<file path="src/rtl/buf_addr_sched.sv">
// Packet buffer block scheduler: hands out free block base addresses to the
// ingress writer and queues completed packets for readout in arrival order.
module buf_addr_sched #(
    parameter int NBLK  = 16,
    parameter int BLK_W = 7
) (
    input  logic        clk,
    input  logic        rst_n,
    input  logic        in_pkt_req,
    input  logic        in_pkt_done,
    input  logic        out_ready,
    input  logic        rd_done,
    output logic [10:0] addr2data_waddr,
    output logic        addr2data_waddr_wr,
    output logic [10:0] addr2data_raddr,
    output logic        addr2data_raddr_wr,
    output logic        pkt_drop,
    output logic [4:0]  free_cnt,
    output logic [4:0]  q_cnt
);

    localparam int ID_W   = $clog2(NBLK);
    localparam int ADDR_W = 11;

    typedef enum logic {W_IDLE, W_BUSY} w_state_t;
    typedef enum logic {R_IDLE, R_BUSY} r_state_t;

    w_state_t          r_wstate, w_wstate_nxt;
    r_state_t          r_rstate, w_rstate_nxt;

    logic [NBLK-1:0]   r_bitmap;
    logic [NBLK-1:0]   w_bitmap_nxt;
    logic [ID_W-1:0]   r_wid;
    logic [ID_W-1:0]   r_rid;
    logic [ID_W-1:0]   r_fifo [NBLK];
    logic [ID_W-1:0]   r_wptr;
    logic [ID_W-1:0]   r_rptr;
    logic [4:0]        r_free_cnt;
    logic [4:0]        r_q_cnt;
    logic [ADDR_W-1:0] r_waddr;
    logic [ADDR_W-1:0] r_raddr;
    logic              r_waddr_wr;
    logic              r_raddr_wr;
    logic              r_pkt_drop;

    logic [ID_W-1:0]   w_alloc_id;
    logic [ID_W-1:0]   w_head_id;
    logic              w_found;
    logic              w_alloc;
    logic              w_drop;
    logic              w_push;
    logic              w_pop;
    logic              w_free;

    // Lowest-index free block wins
    always_comb begin
        w_alloc_id = '0;
        w_found    = 1'b0;
        for (int unsigned i = 0; i < NBLK; i++) begin
            if (r_bitmap[i] && !w_found) begin
                w_alloc_id = ID_W'(i);
                w_found    = 1'b1;
            end
        end
    end

    assign w_head_id = r_fifo[r_rptr];

    always_ff @(posedge clk or negedge rst_n) begin
        if (!rst_n) begin
            r_wstate <= W_IDLE;
            r_rstate <= R_IDLE;
        end else begin
            r_wstate <= w_wstate_nxt;
            r_rstate <= w_rstate_nxt;
        end
    end

    always_comb begin
        w_wstate_nxt = r_wstate;
        w_alloc      = 1'b0;
        w_drop       = 1'b0;
        w_push       = 1'b0;
        case (r_wstate)
            W_IDLE: begin
                if (in_pkt_req) begin
                    if (r_free_cnt != '0) begin
                        w_alloc      = 1'b1;
                        w_wstate_nxt = W_BUSY;
                    end else begin
                        w_drop = 1'b1;
                    end
                end
            end
            W_BUSY: begin
                w_drop = in_pkt_req;
                if (in_pkt_done) begin
                    w_push       = 1'b1;
                    w_wstate_nxt = W_IDLE;
                end
            end
            default: w_wstate_nxt = W_IDLE;
        endcase
    end

    // Pop only sees the registered count, so a same-cycle push is never popped
    always_comb begin
        w_rstate_nxt = r_rstate;
        w_pop        = 1'b0;
        w_free       = 1'b0;
        case (r_rstate)
            R_IDLE: begin
                if (r_q_cnt != '0 && out_ready) begin
                    w_pop        = 1'b1;
                    w_rstate_nxt = R_BUSY;
                end
            end
            R_BUSY: begin
                if (rd_done) begin
                    w_free       = 1'b1;
                    w_rstate_nxt = R_IDLE;
                end
            end
            default: w_rstate_nxt = R_IDLE;
        endcase
    end

    always_comb begin
        w_bitmap_nxt = r_bitmap;
        if (w_alloc) w_bitmap_nxt[w_alloc_id] = 1'b0;
        if (w_free)  w_bitmap_nxt[r_rid]      = 1'b1;
    end

    always_ff @(posedge clk or negedge rst_n) begin
        if (!rst_n) begin
            r_bitmap   <= '1;
            r_free_cnt <= 5'(NBLK);
            r_q_cnt    <= '0;
            r_wptr     <= '0;
            r_rptr     <= '0;
            r_wid      <= '0;
            r_rid      <= '0;
            r_waddr    <= '0;
            r_raddr    <= '0;
            r_waddr_wr <= 1'b0;
            r_raddr_wr <= 1'b0;
            r_pkt_drop <= 1'b0;
        end else begin
            r_bitmap   <= w_bitmap_nxt;
            r_free_cnt <= r_free_cnt + 5'(w_free) - 5'(w_alloc);
            r_q_cnt    <= r_q_cnt + 5'(w_push) - 5'(w_pop);
            r_waddr_wr <= w_alloc;
            r_raddr_wr <= w_pop;
            r_pkt_drop <= w_drop;
            if (w_alloc) begin
                r_wid   <= w_alloc_id;
                r_waddr <= ADDR_W'(w_alloc_id) << BLK_W;
            end
            if (w_push) r_wptr <= r_wptr + ID_W'(1);
            if (w_pop) begin
                r_rid   <= w_head_id;
                r_raddr <= ADDR_W'(w_head_id) << BLK_W;
                r_rptr  <= r_rptr + ID_W'(1);
            end
        end
    end

    always_ff @(posedge clk) begin
        if (w_push) r_fifo[r_wptr] <= r_wid;
    end

    assign addr2data_waddr    = r_waddr;
    assign addr2data_waddr_wr = r_waddr_wr;
    assign addr2data_raddr    = r_raddr;
    assign addr2data_raddr_wr = r_raddr_wr;
    assign pkt_drop           = r_pkt_drop;
    assign free_cnt           = r_free_cnt;
    assign q_cnt              = r_q_cnt;

endmodule
</file>
<file path="config.mk">
export PLATFORM = sky130hd
export DESIGN_NAME = buf_addr_sched
export DESIGN_NICKNAME = d
export VERILOG_FILES = /design/src/rtl/buf_addr_sched.sv
export SDC_FILE = /design/constraint.sdc
export NUM_CORES = 1
export LEC_CHECK = 0
export ABC_AREA = 1
export BUFFER_PORTS_ARGS = -buffer_cell sky130_fd_sc_hd__buf_2
export CORE_UTILIZATION = 54
export DETAILED_ROUTE_END_ITERATION = 10
export PLACE_DENSITY = 0.76
export SYNTH_ARGS = -nofsm -noshare
export SYNTH_HDL_FRONTEND = slang
export SYNTH_SLANG_ARGS = --single-unit
export TNS_END_PERCENT = 30
</file>
<file path="constraint.sdc">
create_clock -name clk -period 2.55 [get_ports clk]
set_clock_uncertainty 0.15 [all_clocks]
set_input_delay 0.3825 -clock clk [delete_from_list [all_inputs] [get_ports clk]]
set_output_delay 0.3825 -clock clk [all_outputs]
set_load 0.005 [all_outputs]
</file>
==> metrics, run 1 <==
crit path DAT between 2000 and 3000 ps; Ys Warns 0; worst-margin pin slew 995 ps; die area 9870 um^2; Worst-Skew Late Latency 370 ps; clock tree buffer depth 2; Seq/Total Area, Yosys 60.9%; syn_area_per_cell 11.1 um^2; gr ovfl total 0; die height 99.4 um; DRC viols 0; crit path launch q_cnt[2]; Die X-Extent 99.4 um; CP required approximately 2700 ps; # Max-Cap Violations 0; Post-Synthesis Cells 462; DR WL/cell ~17 um; Leakage 2.35 nW; fin crit share 95.5%; post-synthesis cell area 5120 um^2; EDFF count, synth 64; Hold Violations, Final 0; DP Area roughly 5400 um^2; endpoints failing setup 0; Max Slew Vio Count 0; Tmin final 2430 ps; global-route wire length before repair 16700 um; async set-reset flop share out of synthesis a little over two fifths; PwrDens 1200 nW/um^2; WHS 50.5 ps; worst reg2reg endpoint q_cnt[4]; GPL Wtd Cong 0.850; ant diodes 0; vias per std cell 5.66; DR vias 3488; Initial Util a little under three fifths; layout cells sized above 1 19.2%; Finished Cell Area 5650 um^2; crit path to q_cnt[4]; core area 9200 um^2; Max Fclk 0.411 GHz; max_slew headroom between 30% and 40%; Worst R2R Start q_cnt[2]; dpl hpwl 7220 um; H-Tree Depth 3; CTS tree built; DRT iter0 DRCs ~180; clk slew on worst S/H paths 110 ps; clk sinks 111; Inserted Clock Buffers 9; Sum Neg Setup Slack 0 ps; critical path capture point type flop; root buffer cell clkbuf_8; CP max FO 3; DRT Wirelength 10300 um; Nets between 500 and 600; Yosys cell types 37; number of global-route vias before repair 3426; largest net degree at the start of global routing 36; Seq cells post-synth 111; Cell Rows 35; Ports 41; Routed Antenna Nets 0; Reg2Reg Depth 13; flop2flop setup slack between 100 and 150 ps; top_reg_cell synth edfxtp_1; area delta synth->final 10.3%; drt pass-1 iters 6; worst hold-check path type input port to flop; peak supply drop 424 uV; PortBufs 26; initial antenna violation count 0; GRT Total Usage 22.1%; Startpoint Class flop; status finished, final reports clean; Critical Setup Path Class flop to flop
## power by group
part	total [mW]	switching (mW)	internal (mW)
Clock	1.08	0.612	0.472
Sequential	2.97	0.474	2.50
Combinational	2.69	1.65	1.04
Total	6.75	2.74	4.01
## per-stage QoR
| step | utilization (%) | setup slack (ps) | power (mW) | std cells |
|---|---|---|---|---|
| global route | 61.4 | -22.7 | 7.22 | 616 |
| CTS | 60.7 | 6.40 | 6.63 | 612 |
| floorplan | - | 28.3 | 4.70 | 475 |
| global placement | 58.2 | 124 | 5.38 | 594 |
| detailed placement | 58.2 | -35.5 | 5.53 | 594 |
| finish | 61.4 | 115 | 6.75 | 616 |
## cell usage after synthesis (6+ instances only)
master | count | area (um^2)
nand3_1 | 12 | 60.1
xor2_1 | 11 | 96.3
clkbuf_1 | 10 | 37.5
nand2_1 | 59 | 221
buf_4 | 14 | 105
mux2i_1 | 12 | 120
o21ai_0 | 45 | 225
o221ai_1 | 12 | 105
nor2_1 | 57 | 214
a21oi_1 | 6 | 30.0
ha_1 | 17 | 213
dfrtp_1 | 30 | 751
dfstp_2 | 17 | 447
edfxtp_1 | 64 | 1920
inv_1 | 51 | 191
## cell type report
cell class / count / area [um^2]
Fill cell: 740 / 3550
Tap cell: 111 / 139
Clock buffer: 10 / 128
Multi-Input combinational cell: 286 / 1750
Timing Repair Buffer: 41 / 245
Clock inverter: 6 / 78.8
Sequential cell: 111 / 3120
Inverter: 51 / 191
## worst max-delay path, stage by stage, from the launching register on
cell and delay, ps:
dfrtp_1 410, inv_2 70, ha_1 160, nand3_1 100
nand3_2 100, inv_1 60, ha_1 260, inv_1 60
ha_1 170, inv_1 60, fa_2 360, o21ai_2 130
a21oi_1 90, xor2_1 150
## flip-flops by register name, indices dropped and copies added (netlist names)
name	cells
r_wstate	1
addr2data_waddr	4
r_bitmap	16
addr2data_raddr	4
addr2data_waddr_wr	1
addr2data_raddr_wr	1
pkt_drop	1
r_rptr	4
r_fifo	64
q_cnt	5
r_wptr	4
r_rstate	1
free_cnt	5
## kinds of logic (layout without fill, tap and decap cells)
logic type / after synthesis / after routing / share of synthesized area [%]
AO/OA/AOI/OAI: 84 / 84 / 10.1
XOR/XNOR: 13 / 13 / 2.22
adder cells (fa/ha/maj): 19 / 19 / 4.94
buffers and inverters: 78 / 108 / 6.82
flip-flops: 111 / 111 / 60.9
multiplexers: 12 / 12 / 2.35
other: 1 / 14 / 0.0732
AND/OR/NAND/NOR: 144 / 144 / 12.6
## timing repair
action                                  in CTS  in global routing
endpoints found under the setup margin       2                  2
resized for setup                            3                 15
hold endpoints to repair                     2                  0
pin swaps                                    0                  8
hold buffers                                 1                  0
buffers inserted                             1                  4
gates cloned                                 0                  0
## layout by cell type, fill, tap and decap left out, types with 12 or more instances in the layout
cell and instances:
edfxtp_1 64, nand2_1 59, nor2_1 57, inv_1 45, o21ai_0 43, dfrtp_1 30
buf_2 26, dfstp_2 17, ha_1 15, conb_1 14, buf_4 14, mux2i_1 12
o221ai_1 12
## how the worst min path moves through the flow
stage,start,end,slack [ps],cells after the start
finish,in_pkt_done,r_wstate,50,2
CTS,in_pkt_done,r_wstate,40,2
detailed placement,rst_n,addr2data_waddr_wr,150,1
global placement,rst_n,addr2data_waddr_wr,150,1
global route,in_pkt_done,r_wstate,50,2
floorplan,rst_n,addr2data_raddr[10],-60,0
## routing by layer
layer  wire, um  track usage (%)  vias up
met5          0                0        -
met4        130             8.82        0
met3        382             2.81       15
met2       5340             37.6      122
met1       4420             28.9     1722
li1           -                -     1629
Power figures use the tool's default switching activity.
==> run 2, diff against run 1 <==
--- a/config.mk
+++ b/config.mk
@@ -7,9 +7,8 @@
 export LEC_CHECK = 0
 export ABC_AREA = 1
 export BUFFER_PORTS_ARGS = -buffer_cell sky130_fd_sc_hd__buf_2
-export CORE_UTILIZATION = 54
+export CORE_UTILIZATION = 40
 export DETAILED_ROUTE_END_ITERATION = 10
-export PLACE_DENSITY = 0.76
 export SYNTH_ARGS = -nofsm -noshare
 export SYNTH_HDL_FRONTEND = slang
 export SYNTH_SLANG_ARGS = --single-unit
==> run 2 against run 1 <==
Die area grew 34%; critical path type unchanged; count of clock-buffer cells in the layout shrank 1; critical path depth is the same; utilization shrank 14 points.
==> metrics, run 2 (synthesized netlist as in run 1, its figures left out) <==
Worst R2R Start q_cnt[2] (unchanged); Leakage 2.38 nW (was 2.35 nW); initial antenna violation count 0 (unchanged); CP required 2630 ps (was 2660 ps); vias per std cell 4.90 (was 5.66); worst-margin pin slew 663 ps (was 995 ps); Startpoint Class flop (unchanged); Ports 41 (unchanged); # Max-Cap Violations 0 (unchanged); worst hold-check path type input port to flop (unchanged); max_slew headroom 55.8% (was 33.6%); clk sinks 111 (unchanged); PwrDens 1190 nW/um^2 (was 1200 nW/um^2); core area 12300 um^2 (was 9200 um^2); critical path capture point type flop (unchanged); Nets 526 (was 525); Fill cells 1131 (was 740); WHS 80.5 ps (was 50.5 ps); endpoints failing setup 0 (unchanged); layout cells sized above 1 18.6% (was 19.2%); Cell Rows 40 (was 35); placed cell count 654 (was 594); Initial Util 41.8% (was 55.7%); max reg flops 64 (unchanged); most common cell after layout, fill and taps aside edfxtp_1 (unchanged); Critical Setup Path Class flop to flop (unchanged); Cell Count, Final, Fillers Out 674 (was 616); Worst-Skew Late Latency 340 ps (was 370 ps); flop2flop setup slack 130 ps (was 120 ps); Inserted Clock Buffers 9 (unchanged); Top reg by flops r_fifo (unchanged); worst hold path cell count 2 (unchanged); Largest regs r_fifo x64, r_bitmap x16 (unchanged); Die X-Extent 115 um (was 99.4 um); most used cell, CP ha_1; Design Power 6.88 mW (was 6.75 mW); peak supply drop 364 uV (was 424 uV); worst hold start rd_done (was in_pkt_done); Hold Violations, Final 0 (unchanged); root buffer cell clkbuf_16 (was clkbuf_8); Max Slew Vio Count 0 (unchanged); Cell Chain, Critical Path inv_2 -> ha_1 -> nand3_1 -> nand3_2 -> inv_2 -> ha_1 -> inv_1 -> ha_1 -> inv_1 -> fa_2 -> o21ai_2 -> a21oi_2 -> xor2_1 (was inv_2 -> ha_1 -> nand3_1 -> nand3_2 -> inv_1 -> ha_1 -> inv_1 -> ha_1 -> inv_1 -> fa_2 -> o21ai_2 -> a21oi_1 -> xor2_1); DR WL/cell 14.8 um (was 16.7 um); PortBufs 26 (unchanged); CP max FO 4 (was 3); clock tree buffer depth 2 (unchanged); Reg2Reg Depth 13 (unchanged); die area 13300 um^2 (was 9870 um^2); dpl hpwl 7110 um (was 7220 um); Routed Antenna Nets 0 (unchanged); gr ovfl total 0 (unchanged); global-route wire length before repair 16400 um (was 16700 um); largest net degree at the start of global routing 36 (unchanged); area delta synth->final 12.7% (was 10.3%); DRT Wirelength 9980 um (was 10300 um); crit path DAT 2500 ps (was 2540 ps); status finished, final reports clean (unchanged); DR vias 3305 (was 3488); Sum Neg Setup Slack 0 ps (unchanged); number of global-route vias before repair 3150 (was 3426); GPL Wtd Cong 0.800 (was 0.850); worst reg2reg endpoint q_cnt[4] (unchanged); fin crit share 94.8% (was 95.5%); slowest CP cell dfrtp_1 (unchanged); H-Tree Depth 3 (unchanged); Tmin final 2420 ps (was 2430 ps); Max Fclk 0.414 GHz (was 0.411 GHz); ant diodes 0 (unchanged); Worst Hold Path EP r_rstate (was r_wstate); RSZ-0062 raised after global routing yes; commonest cells after routing, fill and taps aside edfxtp_1 (64), nand2_1 (59), nor2_1 (57) (unchanged); drt pass-1 iters 4 (was 6); DRT iter0 DRCs 176 (was 178); clk slew on worst S/H paths 70 ps (was 110 ps); slowest stage delay, CP 410 ps (about the same); DRC viols 0 (unchanged); die height 115 um (was 99.4 um); CTS tree built (unchanged); GRT Total Usage 16.6% (was 22.1%)
==> run 2: cell types whose count changed in the layout (fill, tap and decap cells not counted), sizes merged <==
cell / change
buf: +1
bufinv: -1
clkbuf: -1
clkinv: +1
clkinvlp: +1
==> run 2: where the power goes <==
part           switching, mW  internal (mW)
clock                  0.645          0.665
sequential             0.392           2.50
combinational           1.64           1.03
total                   2.68           4.20
==> run 2: worst max-delay path by stage <==
stage,from,to,slack [ps],cells past startpoint
after global routing,q_cnt[2],q_cnt[4],-10,13
after CTS,q_cnt[2],q_cnt[4],20,13
after global placement,q_cnt[3],q_cnt[4],100,13
after floorplan,q_cnt[2],q_cnt[4],30,14
after detailed placement,q_cnt[2],q_cnt[4],-30,13
final,q_cnt[2],q_cnt[4],130,13
==> run 2: routing by layer <==
metal / vias up / share of wire, % / GRT usage (%)
met4: 0 / 1.1 / 5.45
met2: 64 / 46 / 26.0
li1: 1642 / - / -
met3: 7 / 4.5 / 3.48
met5: - / 0 / 0
met1: 1592 / 48 / 23.0
==> run 2: cell type report <==
class / instances / area [um^2] / share of cell area (%)
Inverter: 51 / 191 / 3.32
Multi-Input combinational cell: 286 / 1720 / 29.9
Tap cell: 168 / 210 / 3.64
Clock inverter: 7 / 47.5 / 0.824
Timing Repair Buffer: 42 / 253 / 4.38
Sequential cell: 111 / 3120 / 54.1
Clock buffer: 9 / 225 / 3.90
==> run 2: critical path, delay by kind of cell (launching register included) <==
| kind | cells | cell delay (ps) |
|---|---|---|
| AO/OA/AOI/OAI | 2 | 220 |
| AND/OR/NAND/NOR | 2 | 220 |
| buffers and inverters | 4 | 250 |
| XOR/XNOR | 1 | 140 |
| adder cells (fa/ha/maj) | 4 | 930 |
| flip-flops | 1 | 410 |
==> run 2: timing repair <==
action | 4_1_cts | 5_1_grt
endpoints found under the setup margin | 1 | 2
gates resized for setup | 1 | 11
buffers inserted | 0 | 3
hold buffers | 1 | 0
hold endpoints to repair | 14 | 0
pin swaps | 0 | 4
==> run 2: through the flow <==
| stage | setup slack (ps) | utilization [%] | area, um^2 |
|---|---|---|---|
| after global routing | -13.9 | 47.1 | 5770 |
| after CTS | 20.0 | 46.7 | 5730 |
| after floorplan | 28.3 | - | 5180 |
| after detailed placement | -30.6 | 44.4 | 5450 |
| after global placement | 101 | 44.4 | 5450 |
| final | 133 | 47.1 | 5770 |
==> run 3, diff against run 2 <==
==> constraint.sdc (replaced) <==
create_clock -name clk -period 2.99 [get_ports clk]
set_clock_uncertainty 0.15 [all_clocks]
set_input_delay 0.4485 -clock clk [delete_from_list [all_inputs] [get_ports clk]]
set_output_delay 0.4485 -clock clk [all_outputs]
set_load 0.005 [all_outputs]
==> run 3 against run 2 <==
Global-route usage up 0.55 points; sequential cell count unchanged; routed wire length up 3.1%; clock power down 12%; maximum frequency down 4.9%; register-to-register slack better by 320 ps; setup slack better by 320 ps; critical path type unchanged; largest cell class unchanged; largest power group unchanged.
==> metrics, run 3 (synthesized netlist as in run 1, its figures left out) <==
max reg flops 64 (unchanged); Tmin final 2540 ps (was 2420 ps); GRT Total Usage 17.1% (was 16.6%); Seq pwr share 42.4% (was 42.1%); crit path DAT 2620 ps (was 2500 ps); DRC viols 0 (unchanged); clk slew on worst S/H paths 70 ps (about the same); Hold Violations, Final 0 (unchanged); area delta synth->final 11.9% (was 12.7%); worst setup margin 449 ps (was 133 ps); CP max FO 4 (unchanged); root buffer cell clkbuf_16 (unchanged); initial antenna violation count 0 (unchanged); PwrDens 1020 nW/um^2 (was 1190 nW/um^2); PortBufs 26 (unchanged); Reg2Reg Depth 13 (unchanged); max_slew headroom 41.6% (was 55.8%); P_sw 2.30 mW (was 2.68 mW); Leakage 2.37 nW (was 2.38 nW); worst-margin pin slew 875 ps (was 663 ps); DRT iter0 DRCs 296 (was 176); gr ovfl total 0 (unchanged); vias per std cell 5.02 (was 4.90); Top reg by flops r_fifo (unchanged); Ports 41 (unchanged); WHS 165 ps (was 80.5 ps); die area 13300 um^2 (unchanged); clock tree buffer depth 2 (unchanged); Cell Rows 40 (unchanged); Setup WS pre-CTS 420 ps (was -30.6 ps); Max Slew Vio Count 0 (unchanged); Critical Setup Path Class flop to flop (unchanged); DR WL/cell 15.3 um (was 14.8 um); core area 12300 um^2 (unchanged); peak supply drop 420 uV (was 364 uV); worst hold-check path type input port to flop (unchanged); largest net degree at the start of global routing 35 (was 36); Sum Neg Setup Slack 0 ps (unchanged); dpl hpwl 7220 um (was 7110 um); Routed Antenna Nets 0 (unchanged); Worst-Skew Late Latency 340 ps (about the same); status finished, final reports clean (unchanged); combinational group share of total power 37.9% (was 38.9%); DR vias 3361 (was 3305); most common cell after layout, fill and taps aside edfxtp_1 (unchanged); number of global-route vias before repair 3311 (was 3150); layout cells sized above 1 15.9% (was 18.6%); Inserted Clock Buffers 9 (unchanged); die height 115 um (unchanged); CTS tree built (unchanged); Fill cells 1122 (was 1131); Max Fclk 0.393 GHz (was 0.414 GHz); worst hold path cell count 2 (unchanged); clock group share of total power 19.7% (was 19.1%); GPL Wtd Cong 0.821 (was 0.800); Nets 522 (was 526); clk sinks 111 (unchanged); fin crit share 85.0% (was 94.8%); CP required 3070 ps (was 2630 ps); Pint 3.55 mW (was 4.20 mW); critical path capture point type flop (unchanged); RSZ-0062 raised after global routing no (was yes); Largest regs r_fifo x64, r_bitmap x16 (unchanged); switching portion of total power 39.3% (was 38.9%); Die X-Extent 115 um (unchanged); commonest cells after routing, fill and taps aside edfxtp_1 (64), nand2_1 (59), nor2_1 (57) (unchanged); ant diodes 0 (unchanged); drt pass-1 iters 5 (was 4); H-Tree Depth 3 (unchanged); global-route wire length before repair 17100 um (was 16400 um); endpoints failing setup 0 (unchanged); Startpoint Class flop (unchanged); # Max-Cap Violations 0 (unchanged); Initial Util 41.8% (unchanged); DRT Wirelength 10300 um (was 9980 um)
==> run 3: cell count changes in the layout (fill, tap and decap cells not counted), moves of 2 or more <==
cell	before	now
buf_4	15	11
clkinv_2	2	0
fa_1	0	2
fa_2	2	0
inv_1	47	51
inv_2	4	0
inv_6	2	4
o21ai_0	43	45
o21ai_2	3	1
==> run 3: layer usage <==
metal	share of wire [%]	wire (um)	GRT usage (%)	vias to the layer above
li1	-	-	-	1628
met4	1.8	185	6.06	0
met3	4.9	509	3.90	13
met1	45	4680	23.1	1628
met5	0	0	0	-
met2	48	4910	27.2	92
==> run 3: cell type report <==
type                       count  area, um^2  area share (%)
clock buffer                   9         225            3.93
clock inverter                 7        60.1            1.05
inverter                      51         191            3.34
multi-input combinational    286        1700            29.7
sequential                   111        3120            54.4
tap                          168         210            3.67
timing repair buffer          38         223            3.89
==> run 3: metrics by stage <==
stage / util (%) / total power [mW] / std cells / cell area [um^2]
3_5_place_dp: 44.3 / 4.74 / 653 / 5430
5_1_grt: 46.7 / 6.32 / 670 / 5730
2_1_floorplan: - / 4.00 / 475 / 5170
6_report: 46.7 / 5.85 / 670 / 5730
4_1_cts: 46.7 / 5.89 / 670 / 5730
3_3_place_gp: 44.3 / 4.70 / 653 / 5430
==> run 3: repair_timing <==
action	4_1_cts	5_1_grt
resized for setup	0	0
endpoints found under the hold margin	2	0
setup buffers	0	0
hold buffers	1	0
==> run 3: worst paths after layout <==
check | start | endpoint | slack [ps]
worst max-delay path | q_cnt[2] | q_cnt[4] | 450
worst min-delay path | rd_done | r_rstate | 160
worst max register to register | q_cnt[2] | q_cnt[4] | 450
worst min register to register | r_bitmap[12] | r_bitmap[12] | 340
max in group asynchronous | rst_n | r_bitmap[1] | 1530
min in group asynchronous | rst_n | addr2data_waddr_wr | 390
==> run 3: worst max-delay path, cell delays in order (launching register included) <==
cell and delay, ps:
dfrtp_1 400, inv_1 90, ha_1 150, nand3_1 70, nand3_1 140, inv_1 80
ha_1 270, inv_1 60, ha_1 160, inv_1 50, fa_1 390, o21ai_0 170
a21oi_1 90, xor2_1 140
==> run 3: power groups by stage <==
stage / registers (mW) / clock network (mW) / logic [mW]
after global placement: 2.49 / 0 / 2.20
after global routing: 2.54 / 1.25 / 2.54
after CTS: 2.48 / 1.17 / 2.24
after detailed placement: 2.51 / 0 / 2.23
after floorplan: 2.45 / 0 / 1.55
final: 2.48 / 1.15 / 2.22
